<file path="config.mk">
export PLATFORM = sky130hd
export DESIGN_NAME = rf_window_sequencer
export DESIGN_NICKNAME = d
export VERILOG_FILES = /design/src/rtl/rf_window_sequencer.sv
export SDC_FILE = /design/constraint.sdc
export NUM_CORES = 1
export LEC_CHECK = 0
export CAP_MARGIN = 5
export CELL_PAD_IN_SITES_DETAIL_PLACEMENT = 0
export CELL_PAD_IN_SITES_GLOBAL_PLACEMENT = 2
export CORE_UTILIZATION = 20
export CTS_CLUSTER_SIZE = 30
export DETAILED_ROUTE_END_ITERATION = 7
export PLACE_DENSITY = 0.81
export SETUP_SLACK_MARGIN = 0.15
export SLEW_MARGIN = 10
export SYNTH_ARGS = -nofsm -noshare
export SYNTH_HDL_FRONTEND = slang
export SYNTH_SLANG_ARGS = --single-unit
</file>
<file path="constraint.sdc">
create_clock -name clk -period 2 [get_ports clk]
set_input_delay 0.4 -clock clk [delete_from_list [all_inputs] [get_ports clk]]
set_output_delay 0.4 -clock clk [all_outputs]
set_load 0.005 [all_outputs]
</file>
<file path="src/rtl/rf_window_sequencer.sv">
// rf_window_sequencer
// Loads N words from a valid/ready stream into register-file addresses
// 0..N-1. It then issues three-address reads (i, i+1, i+2) for i = 0..N-3.
// The register file's registered read data is passed straight out as a
// 3-tap window with a valid/ready handshake.
//
// Ports
//   clk, rst_n                 clock (rising edge), async active-low reset
//   start                      begin a pass (only honoured in IDLE)
//   in_valid/in_data/in_ready  input word stream
//   rf_we/rf_waddr/rf_wdata    registered register-file write port
//   rf_re/rf_raddr1..3         combinational register-file read request
//   rf_rdata1..3               register-file read data (registered in RF)
//   win_valid/win0..2          window out, taps wired to rf_rdata1..3
//   win_ready                  window consumer ready
//   done                       one-cycle pulse after the last window handshake
module rf_window_sequencer #(
    parameter int M = 4,
    parameter int N = 15,
    parameter int W = 8
) (
    input  logic         clk,
    input  logic         rst_n,
    input  logic         start,
    input  logic         in_valid,
    input  logic [W-1:0] in_data,
    output logic         in_ready,
    output logic         rf_we,
    output logic [M-1:0] rf_waddr,
    output logic [W-1:0] rf_wdata,
    output logic         rf_re,
    output logic [M-1:0] rf_raddr1,
    output logic [M-1:0] rf_raddr2,
    output logic [M-1:0] rf_raddr3,
    input  logic [W-1:0] rf_rdata1,
    input  logic [W-1:0] rf_rdata2,
    input  logic [W-1:0] rf_rdata3,
    output logic         win_valid,
    output logic [W-1:0] win0,
    output logic [W-1:0] win1,
    output logic [W-1:0] win2,
    input  logic         win_ready,
    output logic         done
);

    // One extra bit so the pointer can count up to N when N == 2^M.
    localparam int CW = M + 1;

    localparam logic [CW-1:0] LAST_BEAT = CW'(N - 1);
    localparam logic [CW-1:0] LAST_RD   = CW'(N - 3);
    localparam logic [CW-1:0] DONE_IDX  = CW'(N - 2);
    localparam logic [M-1:0]  ONE_A     = 1;
    localparam logic [M-1:0]  TWO_A     = 2;

    localparam logic [1:0] S_IDLE   = 2'd0;
    localparam logic [1:0] S_LOAD   = 2'd1;
    localparam logic [1:0] S_SETTLE = 2'd2;
    localparam logic [1:0] S_SCAN   = 2'd3;

    logic [1:0]    state_q, state_d;
    // Shared pointer: write address during LOAD, window index during SCAN.
    logic [CW-1:0] ptr_q, ptr_d;
    logic          we_q, we_d;
    logic [M-1:0]  waddr_q, waddr_d;
    logic [W-1:0]  wdata_q, wdata_d;
    logic          wv_q, wv_d;
    logic          done_q, done_d;
    logic          accept;

    assign rf_we     = we_q;
    assign rf_waddr  = waddr_q;
    assign rf_wdata  = wdata_q;
    assign win_valid = wv_q;
    assign done      = done_q;

    // Taps come straight from the register file. They stay stable during a
    // stall because no read is issued while a window is pending.
    assign win0 = rf_rdata1;
    assign win1 = rf_rdata2;
    assign win2 = rf_rdata3;

    assign in_ready = (state_q == S_LOAD);
    assign accept   = in_valid && in_ready;

    always_comb begin
        rf_re     = (state_q == S_SCAN) && (!wv_q || win_ready) && (ptr_q <= LAST_RD);
        rf_raddr1 = '0;
        rf_raddr2 = '0;
        rf_raddr3 = '0;
        if (state_q == S_SCAN) begin
            rf_raddr1 = ptr_q[M-1:0];
            rf_raddr2 = ptr_q[M-1:0] + ONE_A;
            rf_raddr3 = ptr_q[M-1:0] + TWO_A;
        end
    end

    always_comb begin
        state_d = state_q;
        ptr_d   = ptr_q;
        we_d    = 1'b0;
        waddr_d = waddr_q;
        wdata_d = wdata_q;
        wv_d    = wv_q;
        done_d  = 1'b0;
        case (state_q)
            S_IDLE: begin
                if (start) begin
                    state_d = S_LOAD;
                    ptr_d   = '0;
                end
            end
            S_LOAD: begin
                if (accept) begin
                    we_d    = 1'b1;
                    waddr_d = ptr_q[M-1:0];
                    wdata_d = in_data;
                    ptr_d   = ptr_q + 1'b1;
                    if (ptr_q == LAST_BEAT) state_d = S_SETTLE;
                end
            end
            S_SETTLE: begin
                // The final write strobe is out this cycle, so it lands
                // before the first read.
                state_d = S_SCAN;
                ptr_d   = '0;
            end
            default: begin
                if (rf_re) begin
                    wv_d  = 1'b1;
                    ptr_d = ptr_q + 1'b1;
                end else if (win_ready) begin
                    wv_d = 1'b0;
                end
                // Reads are exhausted once ptr reaches N-2, so this
                // handshake is the last window.
                if (wv_q && win_ready && ptr_q == DONE_IDX) begin
                    done_d  = 1'b1;
                    wv_d    = 1'b0;
                    state_d = S_IDLE;
                end
            end
        endcase
    end

    always_ff @(posedge clk or negedge rst_n) begin
        if (!rst_n) begin
            state_q <= S_IDLE;
            ptr_q   <= '0;
            we_q    <= 1'b0;
            waddr_q <= '0;
            wdata_q <= '0;
            wv_q    <= 1'b0;
            done_q  <= 1'b0;
        end else begin
            state_q <= state_d;
            ptr_q   <= ptr_d;
            we_q    <= we_d;
            waddr_q <= waddr_d;
            wdata_q <= wdata_d;
            wv_q    <= wv_d;
            done_q  <= done_d;
        end
    end

endmodule

</file>
==> qor.csv, run 1 <==
metric;value;unit
status;complete, no violations;
crit_required;2.19;ns
antenna_found_initial;0;
rsz0062_at_grt;true;
htreeDepth;1;
syn_to_final_growth;50.87;%
worstSetupPathType;register to register;
ys_seq_area_share;38.26;%
grt.overflow.total;0;
antennaDiodeCount;0;
finalHoldViolCount;0;
cts_sinks;22;
grt_pass1_vias;1061;
end_kind;register;
design_area;2171;um^2
startpoint_type;register;
ir_drop;0.0003274;V
die_h;86.82;um
ant_nets;0;
root_buffer;clkbuf_8;
grt_pass1_wl;5043;um
place_area;1892;um^2
timing.final.crit_period;1.876;ns
yosys.area.top_type_share;38.26;%
synth_top_area_cell;dfrtp_1;
yosys-top-cells-area;dfrtp_1, buf_4, ha_1;
place_congestion;0.7446;
design.die.area;7538;um^2
yosysMostFrequentCell;buf_4;
finalCritPeriodShare;93.81;%
path_cells;buf_6 > buf_6 > inv_4 > ha_4 > nand3b_4 > nand4_1 > buf_4 > buf_4 > buf_6 > buf_6 > buf_6 > buf_6 > o2bb2ai_2;
hpwlAfterDp;2263;um
grt_max_degree;23;
groute.usage.overall;8.704;%
route.detailed.drc;0;
tritoncts;done;
first_pass_iters;4;
p_total;2.935;mW
arrival;2.07;ns
hold-worst-slack;0.4924;ns
drtIter0Drc;44;
drv_cap;0;
async_reset_ff_share;100.0;%
tightest_slew;0.3516;ns
drt-wirelength-per-cell;11.56;um
port_buffers;41;
netlist_instances;137;
synth_area_per_cell;10.50;um^2
clk_latency;0.26;ns
synth_seq_cells;22;
start_util;20.95;%
cts_buffer_depth;2;
nFillCells;718;
finalMaxSlewViolations;0;
regArea;550.5;um^2
path_common_cell;buf_6;
dominantRegCellSynth;dfrtp_1;
p_leak;0.9743;nW
multi_input_area;744.5;um^2
final-setup-viol-count;0;
drt_wl_total;3237;um
powerDensity;1352;nW/um^2
netlist_area;1439;um^2
pin_count;90;
rows;30;
cp_max_fo;3;
die_x;86.82;um
slowest_stage;dfrtp_1;
fin_skew;0.0006504;ns
layout-drive-gt1-share;40.76;%
crit_family;buffers and inverters;
drt-vias-per-instance;3.861;
ys_warn_count;0;
cts_hold_buf;0;
slew_headroom;76.48;%
crit_buf_inv;9;
cts_buffers;3;
core_area;6869;um^2
hold_class;register to register;
clk_pin_slew;0.08;ns
vias;1081;
timing.fmax;533.0;MHz
synth-edff-count;0;
final_net_count;231;
slowest_delay;0.40;ns
ys_top_cells_by_count;buf_4, dfrtp_1, and2_1, mux2_2, ha_1;
yosysUniqueCellTypes;37;
synth_fp_nets;183;
==> cells in the final DEF, fill, tap and decap left out, types with 3 or more instances in the layout <==
cell,n
inv_1,3
buf_2,5
nand2b_1,4
nor2_1,3
inv_4,3
clkbuf_8,4
ha_2,3
buf_6,8
and2_1,9
clkdlybuf4s50_1,27
mux2_2,10
o21ai_0,6
ha_4,4
clkdlybuf4s15_1,6
dlygate4sd2_1,3
dfrtp_1,22
buf_4,20
nand2_1,8
o31ai_1,3
==> state kept, by name, summed over array words and instances (netlist names) <==
register   count
state_q        2
rf_wdata       8
ptr_q          5
win_valid      1
rf_waddr       4
done           1
rf_we          1
==> final timing paths <==
check                            startpoint           to  slack (ns)  depth (start not counted)
worst max register to register     ptr_q[1]    win_valid        0.12                         13
worst max-delay path               ptr_q[1]    win_valid        0.12                         13
worst min-delay path            rf_waddr[0]  rf_waddr[0]        0.49                          2
max in group asynchronous             rst_n  rf_wdata[2]        1.27                          2
min in group asynchronous             rst_n  rf_waddr[3]        0.50                          2
worst min register to register  rf_waddr[0]  rf_waddr[0]        0.49                          2
==> repair_timing <==
| action | CTS | global route |
|---|---|---|
| resized for setup | 53 | 16 |
| buffers inserted | 9 | 4 |
| gates cloned | 0 | 1 |
| setup endpoints to repair | 15 | 15 |
| pin swaps | 7 | 4 |
==> cells by family (layout without fill, tap and decap cells) <==
group | after synthesis | after routing | synth area share [%]
adder cells (fa/ha/maj) | 9 | 9 | 7.826
multiplexers | 11 | 11 | 8.869
AO/OA/AOI/OAI | 19 | 19 | 11.13
buffers and inverters | 35 | 82 | 16.43
AND/OR/NAND/NOR | 40 | 40 | 16.87
flip-flops | 22 | 22 | 38.26
XOR/XNOR | 1 | 1 | 0.6088
==> metrics by stage <==
step	TNS (ns)	util (%)	std cells	worst slack, ns
after global placement	-0.1270	27.54	262	-0.09948
final	0	31.60	280	0.1237
after global routing	0	31.60	280	0.03577
after CTS	0	30.27	275	0.1184
after detailed placement	-0.2080	27.54	262	-0.1352
after floorplan	0	-	137	0.3422
==> worst min-delay path, delay by kind of cell (launching register included) <==
kind	cells	cell delay, ns
DFF	1	0.35
AOI/OAI and AO/OA	1	0.06
and+or+nand+nor	1	0.05
==> where the power goes <==
| group | total, mW | leakage, nW | internal, mW | switching, mW |
|---|---|---|---|---|
| Combinational | 1.90 | 0.667 | 1.13 | 0.772 |
| Clock | 0.320 | 0.0288 | 0.175 | 0.145 |
| Sequential | 0.718 | 0.278 | 0.617 | 0.101 |
| Total | 2.94 | 0.974 | 1.92 | 1.02 |
==> area by class of cell <==
cell class                      count  area share, %
Inverter                            7          1.556
Tap cell                           96          5.533
Multi-Input combinational cell     80          34.29
Clock buffer                        4          2.536
Sequential cell                    22          25.36
Timing Repair Buffer               71          30.72
==> metal layers <==
| layer | vias to the layer above | track usage (%) | share of wire (%) |
|---|---|---|---|
| met1 | 509 | 10.10 | 44 |
| li1 | 535 | - | - |
| met4 | 0 | 3.939 | 1.1 |
| met3 | 6 | 1.238 | 5.1 |
| met2 | 31 | 15.75 | 50 |
| met5 | - | 0 | 0 |
Note: power is estimated with default switching activity, not from simulation.
==> inputs of run 2 (changes only) <==
CTS_CLUSTER_SIZE = unset   (was 30)
==> results of run 2 <==
Final layout, timing and power as in run 1 (identical DEF).
==> inputs of run 3 (changes only) <==
ABC_AREA = 1   (was unset)
CORE_UTILIZATION = 19   (was 20)
CTS_CLUSTER_DIAMETER = 100   (was unset)
PLACE_DENSITY = 0.83   (was 0.81)
==> qor.csv, run 3 <==
metric;value;unit;change
ys_seq_area_share;37.54;%;was 38.26%
die_x;89.85;um;was 86.82 um
powerDensity;1267;nW/um^2;was 1352 nW/um^2
vias;1249;;was 1081
timing.fmax;536.5;MHz;was 533.0 MHz
async_reset_ff_share;100.0;%;unchanged
cts_sinks;22;;unchanged
die_h;89.85;um;was 86.82 um
final-setup-viol-count;0;;unchanged
start_util;19.90;%;was 20.95%
end_kind;output pin;;was register
antenna_found_initial;0;;unchanged
antennaDiodeCount;0;;unchanged
tritoncts;done;;unchanged
clk_pin_slew;0.08;ns;about the same
largest_register_ffs;8;;unchanged
nFillCells;816;;was 718
yosysUniqueCellTypes;25;;was 37
route.detailed.drc;0;;unchanged
regArea;551.8;um^2;was 550.5 um^2
drv_cap;0;;unchanged
port_buffers;41;;unchanged
p_sw;0.9947;mW;was 1.017 mW
cts_buffer_depth;2;;unchanged
post-route-util;28.12;%;was 31.60%
hold_class;register to register;;unchanged
grt_pass1_vias;1253;;was 1061
grt_max_degree;23;;unchanged
synth_top_area_cell;dfrtp_1;;unchanged
drt-wirelength-per-cell;10.61;um;was 11.56 um
timing.final.crit_period;1.864;ns;was 1.876 ns
hpwlAfterDp;2518;um;was 2263 um
tightest_slew;0.3674;ns;was 0.3516 ns
layout_common_cells;nand2_1, clkdlybuf4s50_1, dfrtp_1, buf_4, inv_1;;was clkdlybuf4s50_1, dfrtp_1, buf_4, mux2_2, and2_1
first_pass_iters;4;;unchanged
root_buffer;clkbuf_8;;unchanged
p_int;1.630;mW;was 1.918 mW
grt_pass1_wl;5830;um;was 5043 um
htreeDepth;1;;unchanged
r2r.worst_path.cells;9;;was 13
rows;31;;was 30
ys_warn_count;0;;unchanged
timing.rr.end;state_q[0];;was win_valid
dominantRegCellSynth;dfrtp_1;;unchanged
drtIter0Drc;37;;was 44
yosysMostFrequentCell;nand2_1;;was buf_4
netlist_area;1466;um^2;was 1439 um^2
finalCritPeriodShare;93.20;%;was 93.81%
synth_fp_nets;236;;was 183
pwr-share-seq;26.7;%;was 24.5%
fin_skew;0.002242;ns;was 0.0006504 ns
cts_buffers;3;;unchanged
rrSetupSlack;0.37;ns;was 0.12 ns
design.die.area;8073;um^2;was 7538 um^2
startpoint;state_q[1];;was ptr_q[1]
switching_share;37.90;%;was 34.65%
combPwrFrac;57.7;%;was 64.6%
pin_count;90;;unchanged
synth-edff-count;0;;unchanged
synth_seq_cells;22;;unchanged
crit_end;rf_raddr1[1];;was win_valid
drt_wl_total;3471;um;was 3237 um
ys_top_cells_by_count;nand2_1, buf_4, dfrtp_1;;was buf_4, dfrtp_1, and2_1, mux2_2, ha_1
layout-drive-gt1-share;28.07;%;was 40.76%
yosys.area.top_type_share;37.54;%;was 38.26%
core_area;7370;um^2;was 6869 um^2
timing.rr.start;state_q[0];;was ptr_q[1]
status;complete, no violations;;unchanged
cp_max_fo;5;;was 3
pwr-share-clk;15.7;%;was 10.9%
worstSetupPathType;register to output pin;;was register to register
netlist_instances;190;;was 137
p_leak;1.065;nW;was 0.9743 nW
p_total;2.624;mW;was 2.935 mW
startpoint_type;register;;unchanged
ant_nets;0;;unchanged
final_net_count;275;;was 231
layout_commonest_cell;nand2_1;;was clkdlybuf4s50_1
crit_required;1.60;ns;was 2.19 ns
rsz0062_at_grt;true;;unchanged
ir_drop;0.0003867;V;was 0.0003274 V
yosys-top-cells-area;dfrtp_1, nand2_1, buf_4;;was dfrtp_1, buf_4, ha_1
clk_latency;0.26;ns;about the same
synth_area_per_cell;7.718;um^2;was 10.50 um^2
arrival;1.46;ns;was 2.07 ns
finalMaxSlewViolations;0;;unchanged
finalHoldViolCount;0;;unchanged
cts_hold_buf;0;;unchanged
place_congestion;0.7519;;was 0.7446
grt.overflow.total;0;;unchanged
hp-start;rf_wdata[5];;was rf_waddr[0]
slew_headroom;75.51;%;was 76.48%
drt-vias-per-instance;3.820;;was 3.861
multi_input_area;668.1;um^2;was 744.5 um^2
syn_to_final_growth;41.30;%;was 50.87%
groute.usage.overall;8.958;%;was 8.704%
-- run 3: worst min-delay path by stage --
stage,to,depth (start not counted)
after floorplan,done,0
final,rf_wdata[5],2
after global routing,rf_wdata[1],2
after global placement,rf_wdata[3],2
after detailed placement,rf_wdata[5],2
after CTS,rf_wdata[5],2
-- run 3: repair_timing --
item                                    4_1_cts  5_1_grt
cloned                                        0        0
endpoints found under the setup margin       14        9
buffers inserted                              8        4
pin swaps                                     4        4
resized for setup                            32       22
-- run 3: kinds of logic (layout without fill, tap and decap cells) --
kind of cell	Yosys count	count (layout)	synth area share, %
AOI/OAI and AO/OA	7	7	2.816
adders and majority gates	9	9	7.679
DFF	22	22	37.54
buffers and inverters	53	91	21.93
xor gates and xnor gates	1	1	0.5974
and+or+nand+nor	98	98	29.44
-- run 3: worst max-delay path, cell delays in order (launching register included) --
cell             delay, ns
dfrtp_1               0.40
buf_6                 0.12
ha_4                  0.18
buf_6                 0.12
buf_6                 0.11
nand2_2               0.05
inv_1                 0.03
clkdlybuf4s15_1       0.19
-- run 3: power by group through the flow --
stage | sequential (mW) | clock [mW] | combinational (mW)
6_report | 0.700 | 0.411 | 1.51
4_1_cts | 0.694 | 0.428 | 1.47
2_1_floorplan | 0.723 | 0 | 0.757
3_5_place_dp | 0.708 | 0 | 1.32
3_3_place_gp | 0.703 | 0 | 1.31
5_1_grt | 0.721 | 0.446 | 1.69
-- run 3: layer usage --
layer	GRT usage (%)	wire length [um]
met2	16.03	1778
met4	2.823	44
met3	3.384	227
met5	0	0
met1	9.755	1420
-- run 3: area by class of cell --
| class | count | area share (%) |
|---|---|---|
| Timing Repair Buffer | 64 | 27.29 |
| Clock inverter | 1 | 1.449 |
| Clock buffer | 3 | 1.993 |
| Inverter | 23 | 4.408 |
| Multi-Input combinational cell | 115 | 32.25 |
| Sequential cell | 22 | 26.63 |
| Tap cell | 99 | 5.978 |
-- run 3: stage by stage --
step | TNS, ns | instance area (um^2) | worst slack (ns) | hold slack (ns) | cells
finish | 0 | 2072 | 0.1360 | 0.4844 | 327
global route | 0 | 2072 | 0.07533 | 0.5169 | 327
CTS | 0 | 2026 | 0.02639 | 0.4877 | 323
detailed placement | -0.0004581 | 1853 | -0.0004581 | 0.4645 | 311
global placement | 0 | 1853 | 0.01133 | 0.4623 | 311
floorplan | 0 | 1466 | 0.6172 | 0.1044 | 190
